<file path="src/rtl/ex_hazard_ctrl.sv">
// Issue-side interlock for the EX1..EX4 + writeback pipeline: tracks in-flight
// destination registers and holds decode until every used source is written back.
module ex_hazard_ctrl #(
    parameter int REG_ADDR_W = 5,
    parameter int DEPTH      = 5,
    parameter int CNT_W      = 16
) (
    input  logic                  clk,
    input  logic                  rst,
    input  logic                  issue_valid_i,
    input  logic                  issue_we_i,
    input  logic [REG_ADDR_W-1:0] issue_rd_i,
    input  logic [REG_ADDR_W-1:0] issue_ra_i,
    input  logic [REG_ADDR_W-1:0] issue_rb_i,
    input  logic [REG_ADDR_W-1:0] issue_rc_i,
    input  logic                  issue_ra_use_i,
    input  logic                  issue_rb_use_i,
    input  logic                  issue_rc_use_i,
    input  logic                  flush_i,
    output logic                  stall_o,
    output logic                  fire_o,
    output logic [2:0]            inflight_o,
    output logic [CNT_W-1:0]      stall_cnt_o
);

    // Slot 0 is EX1, slot DEPTH-1 is the writeback cycle.
    logic [DEPTH-1:0]      slot_valid;
    logic [REG_ADDR_W-1:0] slot_rd [DEPTH];

    logic hazard;
    logic slot0_load;

    // Handshake: issue_valid_i is the offer from decode; fire_o accepts it this
    // cycle, stall_o asks decode to hold the same instruction stable until fire
    // or flush. Nothing is latched here, so the decision is recomputed each cycle.
    always_comb begin
        hazard = 1'b0;
        for (int k = 0; k < DEPTH; k++) begin
            if (slot_valid[k]) begin
                if (issue_ra_use_i && (slot_rd[k] == issue_ra_i)) hazard = 1'b1;
                if (issue_rb_use_i && (slot_rd[k] == issue_rb_i)) hazard = 1'b1;
                if (issue_rc_use_i && (slot_rd[k] == issue_rc_i)) hazard = 1'b1;
            end
        end
    end

    assign fire_o     = ~rst & issue_valid_i & ~hazard & ~flush_i;
    assign stall_o    = ~rst & issue_valid_i &  hazard & ~flush_i;
    assign slot0_load = fire_o & issue_we_i;

    // The execute pipe has no enable, so the scoreboard advances every cycle.
    always_ff @(posedge clk) begin
        if (rst) begin
            slot_valid <= '0;
            for (int k = 0; k < DEPTH; k++) begin
                slot_rd[k] <= '0;
            end
        end else begin
            slot_valid <= {slot_valid[DEPTH-2:0], slot0_load};
            slot_rd[0] <= slot0_load ? issue_rd_i : '0;
            for (int k = 1; k < DEPTH; k++) begin
                slot_rd[k] <= slot_rd[k-1];
            end
        end
    end

    always_comb begin
        inflight_o = 3'd0;
        for (int k = 0; k < DEPTH; k++) begin
            inflight_o = inflight_o + {2'b00, slot_valid[k]};
        end
    end

    always_ff @(posedge clk) begin
        if (rst) begin
            stall_cnt_o <= '0;
        end else if (stall_o && (stall_cnt_o != {CNT_W{1'b1}})) begin
            stall_cnt_o <= stall_cnt_o + CNT_W'(1);
        end
    end

endmodule

</file>
<file path="config.mk">
export PLATFORM = sky130hd
export DESIGN_NAME = ex_hazard_ctrl
export DESIGN_NICKNAME = d
export VERILOG_FILES = /design/src/rtl/ex_hazard_ctrl.sv
export SDC_FILE = /design/constraint.sdc
export NUM_CORES = 1
export LEC_CHECK = 0
export ABC_AREA = 1
export BUFFER_PORTS_ARGS = -buffer_cell sky130_fd_sc_hd__buf_4
export CELL_PAD_IN_SITES_DETAIL_PLACEMENT = 1
export CELL_PAD_IN_SITES_GLOBAL_PLACEMENT = 2
export CORE_MARGIN = 2
export CORE_UTILIZATION = 31
export CTS_CLUSTER_DIAMETER = 80
export CTS_CLUSTER_SIZE = 25
export DETAILED_ROUTE_END_ITERATION = 10
export PLACE_DENSITY_LB_ADDON = 0.1
export SLEW_MARGIN = 20
export SYNTH_ARGS = -nofsm -noshare
export SYNTH_HDL_FRONTEND = slang
export SYNTH_SLANG_ARGS = --single-unit
</file>
<file path="constraint.sdc">
create_clock -name clk -period 3.75 [get_ports clk]
set_clock_uncertainty 0.1 [all_clocks]
set_input_delay 0.75 -clock clk [delete_from_list [all_inputs] [get_ports clk]]
set_output_delay 0.75 -clock clk [all_outputs]
set_load 0.1 [all_outputs]
</file>
# Yosys cells after proc, flatten, opt, wreduce, memory -nomap -nowiden
# Memory sizes are Yosys's and may differ from the RTL's.
# Index checks and enable logic that the tools add are counted.
# totals
out_inout_bits	21
input_bits	28
ff_bits	21
ram_bits	25
n_memories	1
# op_classes
bitwise_logic	14
addsub	5
n_eq_ne	16
n_mux	29
n_reduce_logical	16
# mem_list
memory	words	word_bits	rd	rd_ports_with_merged_regs	wr	line_no	text
slot_rd	5	5	5	0	5	28	logic [REG_ADDR_W-1:0] slot_rd [DEPTH];
# op_table
cell	count
$eq A5 B5 Y1	15
$mux W5	6
$mux W1	23
$add A16 B1 Y16 const B	1
$logic_and A1 B1 Y1	16
$ne A16 B16 Y1 const B	1
$add A3 B1 Y3	2
$and A1 B1 Y1	6
$or A1 B1 Y1	5
$add A2 B1 Y3	1
$not A1 Y1	3
$add A1 B1 Y2	1

# Logic depth before layout (Yosys ltp)
# Gate-level depths: netlist (run 1).
# logic_depth
ltp_word	28
depth_mapped	16
ltp_nobuf	14

# Worst setup path after synthesis (run 1)
# Ideal clock, no wire load.
# synth_path
kind	input-to-output
from	input issue_ra_i[2]
to	output stall_o
cell_stages	11
n_path_buf	1
arrival_time_ns	2.183
t_required_ns	2.900
slack_ns	0.717
path_cell_list	buf_4 > xor2_1 > nor2_1 > nand3_1 > nand2_1 > nand2_1 > nand2_1 > nor2_2 > nand2_4 > nand2_1 > inv_1
# synth_via
elab_chain_len	24
# synth_rtl
element	line_no	text
from (decl)	13	input logic [REG_ADDR_W-1:0] issue_ra_i,
$eq A5 B5 Y1	40	if (issue_ra_use_i && (slot_rd[k] == issue_ra_i)) hazard = 1'b1;
$logic_and A1 B1 Y1	40	
$mux W1	40	
$mux W1	41	if (issue_rb_use_i && (slot_rd[k] == issue_rb_i)) hazard = 1'b1;
$mux W1	42	if (issue_rc_use_i && (slot_rd[k] == issue_rc_i)) hazard = 1'b1;
$mux W1	39	if (slot_valid[k]) begin
$mux W1	40	
$mux W1	41	
(+7 left out)	--	
$mux W1	41	
$mux W1	42	
$mux W1	39	
$mux W1	40	
$mux W1	41	
$mux W1	42	
$mux W1 (*)	39	
$and A1 B1 Y1 (*) (2 in a row)	48	assign stall_o = ~rst & issue_valid_i & hazard & ~flush_i;
to (decl)	20	output logic stall_o,
# Mark *: on every way between the ends. The rest lies on a longest branch, timed or not.

# Worst setup path after layout (run 1)
# layout_path
from	input issue_rc_i[3]
to	output stall_o
# layout_via
elab_chain_len	22
# layout_rtl
element	line_no	text
from (decl)	15	input logic [REG_ADDR_W-1:0] issue_rc_i,
$eq A5 B5 Y1	42	
$logic_and A1 B1 Y1	42	
$mux W1	42	
$mux W1	39	
$mux W1	40	
$mux W1	41	
$mux W1	42	
$mux W1	39	
(+5 left out)	--	
$mux W1	41	
$mux W1	42	
$mux W1	39	
$mux W1	40	
$mux W1	41	
$mux W1	42	
$mux W1 (*)	39	
$and A1 B1 Y1 (*) (2 in a row)	48	
# Marks and branches as above.

==> results.toml, run 1 <==
[outcome]
outcome = "finished, final reports clean"

[detailed_routing]
viasPerCell = 4.668
dr_total_vias = 3464
antenna_left = 0
totalWireLength_mm = 11.03
drtPass1Iterations = 4
wl_per_cell_um = 14.87
drc = 0
drt_iter0_drc = 93

[flow_run]
max_cap_viol_count = 0

[global_route]
grt_antenna_before_repair = 0
grt.overflow.total = 0
grt_max_degree = 34
grt_pass1_vias = 3640
track_usage_pct = 20.56
grt_pass1_wl_mm = 18.03

[logic_synthesis]
synth_fa_ha_area_share_pct = 2.045
synthMuxAreaShare_pct = 0
yosysWarningCount = 0
synth_top_family_by_area = "simple AND/OR/NAND/NOR gates"
ys_types = 29
ys.flop_type = "dfxtp_1"
synth_top_cell_area_share_pct = 28.94
yosys.area_share.simple_pct = 50.18
synth_compound_area_share_pct = 3.460
synth_seq_area_share_pct = 28.94
syn_inst = 562
synth_edf_count = 0
avgSynthCellArea_sq_um = 5.662
yosys-top-cells-area = "dfxtp_1 29%, nand2_1 24%, nor2_1 14%"
synth_nets = 594
yosysTopAreaCell = "dfxtp_1"
syn-cell-area_sq_mm = 0.003182
synth_xor_area_share_pct = 3.578
synthArstFlopShare_pct = 0
ys_ff_latch = 46

[power]
p_seq_share_pct = 47.8
p_comb_share_pct = 14.2
p_int_uw = 739.4
peakVddDrop_mv = 0.1196
power.density_mw_per_mm2 = 274.4
p_leak_nw = 1.935
p_sw_share_pct = 28.46
p_clk_share_pct = 38.0
power_switching_uw = 294.2

[clock_network]
clockBufferDepth = 2
insertion_delay_ns = 0.32
cts-root-buf = "clkbuf_8"
cts-hold-fix-buffers = 0
cts.sinks = 46
cts-resized-gates = 0
htree_levels = 2
cts_tree = "done"
cts.reportedPaths.clkPinSlew_ns = 0.09
cts_made_buffers = 5
post_cts_buffers = 0

[floorplanning]
pin_count = 49
die_height_um = 105.3
die-area_sq_mm = 0.01109
row_count = 36
core-area_sq_mm = 0.009864
start_util_pct = 32.26
fp.dieW_um = 105.3

[timing]
grt_setup_unrepaired = "false"
drv_slew = 0
min_period_ns = 3.261
setup_viol = 0
fin_crit_sh_pct = 86.96
hold_viol = 0
slew_headroom_pct = 72.12
tns_ns = 0
worstMarginPinSlew_ns = 0.4181
fmax_mhz = 306.7
holdWs_ns = 0.3789

[final_layout]
insertedDiodeCount = 0
nets = 640
drive_above_1_share_pct = 14.61
final_util_pct = 38.18
area_delta_synth_final_pct = 18.36

[placement]
portBuffers = 48
dpl.hpwl_mm = 8.732
gp_congestion = 0.8315

[setup_path]
critPathLaunchType = "primary input"
cp.arrival_ns = 2.41
endpoint_kind = "output port"
worstPathRequired_ns = 2.90
crit_type = "in2out"
cp_max_fo = 23

[hold_path]
hp-class = "reg2reg"
placed cells by master, fill, tap and decap left out, drive strengths merged:
cell type / count
clkbuf: 6
fa: 2
nor2: 130
nand3b: 2
clkinvlp: 1
ha: 2
nor4: 2
o21ai: 22
xnor2: 1
nand4: 13
nand2: 205
dfxtp: 46
nand3: 29
nor3b: 1
bufinv: 1
clkinv: 2
xor2: 12
nor3: 1
inv: 82
buf: 49
per-layer routing:
layer | up-vias | wire length, um | global-route usage (%)
met5 | - | 0 | 0
li1 | 1779 | - | -
met1 | 1608 | 4930 | 23.78
met2 | 53 | 5473 | 37.51
met3 | 24 | 276 | 3.030
met4 | 0 | 352 | 8.571
kinds of logic (layout without fill, tap and decap cells):
group,count (synthesis),in the layout
adders and majority gates,4,4
DFF,46,46
AOI/OAI and AO/OA,22,22
and+or+nand+nor,383,383
xor gates and xnor gates,13,13
buffers and inverters,94,141
layout make-up:
class / instances / area, sq um
Tap cell: 133 / 166.4
Sequential cell: 46 / 920.9
Multi-Input combinational cell: 422 / 1886
Clock buffer: 6 / 72.57
Clock inverter: 2 / 37.54
Timing Repair Buffer: 49 / 367.9
Fill cell: 1354 / 6098
Inverter: 84 / 315.3
worst max-delay path: stages:
cell and delay [ns]:
buf_4 0.13, inv_2 0.07, nand2_1 0.07, nand2_1 0.05
nor2_1 0.16, nand3_1 0.10, nand2_1 0.12, nor2_1 0.06
nor2_2 0.09, nor2_2 0.05, nand2_4 0.22, nand2_1 0.16
inv_1 0.08, buf_4 0.28
power by group through the flow:
stage | Clock, mW | Combinational [mW] | Sequential (mW)
final | 0.393 | 0.146 | 0.494
after global routing | 0.427 | 0.164 | 0.495
after CTS | 0.407 | 0.148 | 0.494
after detailed placement | 0 | 0.148 | 0.506
after global placement | 0 | 0.146 | 0.506
after floorplan | 0 | 0.0824 | 0.505
registers in the layout (all words and copies together) (netlist names):
register and cells:
slot_rd 25, slot_valid 5, stall_cnt_o 16
synth_stat cells (3+ instances only):
| cell type | instances |
|---|---|
| nand2_1 | 203 |
| nor2_1 | 120 |
| inv_1 | 64 |
| dfxtp_1 | 46 |
| nand3_1 | 27 |
| inv_2 | 18 |
| nand4_1 | 13 |
| o21ai_0 | 12 |
| xor2_1 | 12 |
| o21ai_1 | 10 |
| nor2_2 | 9 |
| clkbuf_1 | 4 |
| buf_2 | 3 |
worst paths after layout:
path / startpoint / endpoint / slack (ns) / cells past startpoint
worst min-delay path: slot_valid[0] / slot_valid[1] / 0.38 / 2
worst min register to register: slot_valid[0] / slot_valid[1] / 0.38 / 2
worst max-delay path: issue_rc_i[3] / stall_o / 0.49 / 14
worst max register to register: stall_cnt_o[0] / stall_cnt_o[5] / 1.61 / 12
through the flow:
step	power, mW	setup slack (ns)	std cells	area [sq um]
after detailed placement	0.6533	0.4866	734	3656
after CTS	1.050	0.4809	742	3766
after global placement	0.6520	0.5274	734	3656
final	1.034	0.4891	742	3766
after global routing	1.086	0.2831	742	3766
after floorplan	0.5879	0.7165	562	3182
Power figures use the tool's default switching activity.
==> run 2, diff against run 1 <==
CORE_UTILIZATION = 26   (was 31)
CTS_CLUSTER_DIAMETER = unset   (was 80)
clock period = 2.9 ns   (was 3.75 ns; I/O delays follow)
==> results.toml, run 2 (synthesized netlist as in run 1, its figures left out) <==
[setup_path]
crit_cells = 4
r2r_slack_ns = 0.72
reg2reg_depth = 12
critPathLaunchType = "flip-flop"
worstPathRequired_ns = 2.22
worst_r2r_endpoint = "stall_cnt_o[13]"
max_stage_delay_ns = 0.47
crit_chain = "fa_1, fa_1, ha_1, buf_6"
crit_top_cell = "fa_1"
cp.arrival_ns = 2.10
crit_family = "adder cells"
cp_num_buf_inv = 1
crit_type = "reg2out"
startpoint = "slot_valid[3]"
endpoint_kind = "output port"
crit_end = "inflight_o[1]"
slowest_stage = "fa_1"
cp_max_fo = 4
r2r-start = "stall_cnt_o[0]"

[placement]
portBuffers = 48
dpl.hpwl_mm = 9.583
gp_congestion = 0.8601

[final_layout]
seq_area_sq_um = 922.1
multi_input_area_sq_mm = 0.001886
nets = 643
drive_above_1_share_pct = 15.06
area_delta_synth_final_pct = 20.72
fillerInstances = 1627
final_cell_mix = "203 x nand2_1, 120 x nor2_1, 64 x inv_1"
insertedDiodeCount = 0
largest_reg_flops = 25
final_common_cell = "nand2_1"
top_register = "slot_rd"
reg_top3 = "slot_rd (25), stall_cnt_o (16), slot_valid (5)"
final_util_pct = 32.11

[hold_path]
hp-class = "reg2reg"

[timing]
fin_crit_sh_pct = 95.74
fmax_mhz = 360.2
grt_setup_unrepaired = "false"
setup_viol = 0
min_period_ns = 2.776
holdWs_ns = 0.3902
worstMarginPinSlew_ns = 0.4181
tns_ns = 0
hold_viol = 0
slew_headroom_pct = 72.13
drv_slew = 0

[detailed_routing]
antenna_left = 0
drc = 0
dr_total_vias = 3493
drtPass1Iterations = 4
top_layer = "met4"
totalWireLength_mm = 11.92
met2_length_mm = 5.992
wl_per_cell_um = 15.73
dr_wl_met3_um = 356
viasPerCell = 4.608
drt_iter0_drc = 137
wl_met1_mm = 5.314

[power]
peakVddDrop_mv = 0.2224
power.total_mw = 1.417
p_leak_nw = 1.964
power.density_mw_per_mm2 = 368.9

[floorplanning]
fp.dieW_um = 114.6
die_height_um = 114.6
die-area_sq_mm = 0.01314
start_util_pct = 26.60
pin_count = 49
row_count = 40
core-area_sq_mm = 0.01196

[global_route]
grt_pass1_vias = 3647
grt.overflow.total = 0
track_usage_pct = 19.37
grt_pass1_wl_mm = 19.26
grt_antenna_before_repair = 0
grt_max_degree = 33

[clock_network]
cts_made_buffers = 5
cts.sinks = 46
insertion_delay_ns = 0.30
cts-root-buf = "clkbuf_16"
cts_tree = "done"
cts-hold-fix-buffers = 0
htree_levels = 2
cts.reportedPaths.clkPinSlew_ns = 0.07
clockBufferDepth = 2

[flow_run]
max_cap_viol_count = 0

[outcome]
outcome = "finished, final reports clean"
==> run 2: layer usage <==
metal,up-vias,track usage (%)
li1,1787,-
met5,-,0
met2,49,34.99
met4,0,6.016
met3,12,3.176
met1,1645,23.36
==> run 2: through the flow <==
| step | instance area, sq um | setup WS (ns) | std cells |
|---|---|---|---|
| finish | 3841 | 0.1236 | 758 |
| global route | 3841 | 0.01282 | 758 |
| CTS | 3832 | 0.005104 | 758 |
| detailed placement | 3696 | 0.1637 | 751 |
| global placement | 3696 | 0.1394 | 751 |
| floorplan | 3182 | 0.2035 | 562 |
==> run 2: how the worst min path moves through the flow <==
stage,from,to,slack (ns),cells past startpoint
global route,issue_rd_i[1],slot_rd[0][1],0.40,3
CTS,issue_rd_i[0],slot_rd[0][0],0.39,3
finish,slot_valid[1],slot_valid[2],0.39,2
floorplan,slot_valid[0],slot_valid[1],0.34,2
detailed placement,slot_rd[0][10],slot_rd[0][15],0.40,2
global placement,slot_valid[0],slot_valid[1],0.40,2
==> run 2: timing repair <==
item | 4_1_cts | 5_1_grt
setup endpoints to repair | 0 | 2
gates resized for setup | 0 | 3
setup buffers | 0 | 0
==> run 2: tightest hold or removal path: cells and delay by family (launching register included) <==
kind                   cells  cell delay [ns]
buffers and inverters      1             0.06
flip-flops                 1             0.36
AND/OR/NAND/NOR            1             0.03
==> run 2: layout make-up <==
type                            instances  share of cell area, %
Multi-Input combinational cell        422                  49.09
Sequential cell                        46                  24.01
Timing Repair Buffer                   52                  10.36
Inverter                               84                  8.208
Tap cell                              147                  4.788
Clock buffer                            6                  3.355
Clock inverter                          1                 0.1954
==> run 2: power breakdown <==
group	leakage [nW]	switching, mW	internal [mW]
registers	0.371	0.00496	0.635
logic	1.53	0.128	0.0646
clock network	0.0629	0.268	0.316
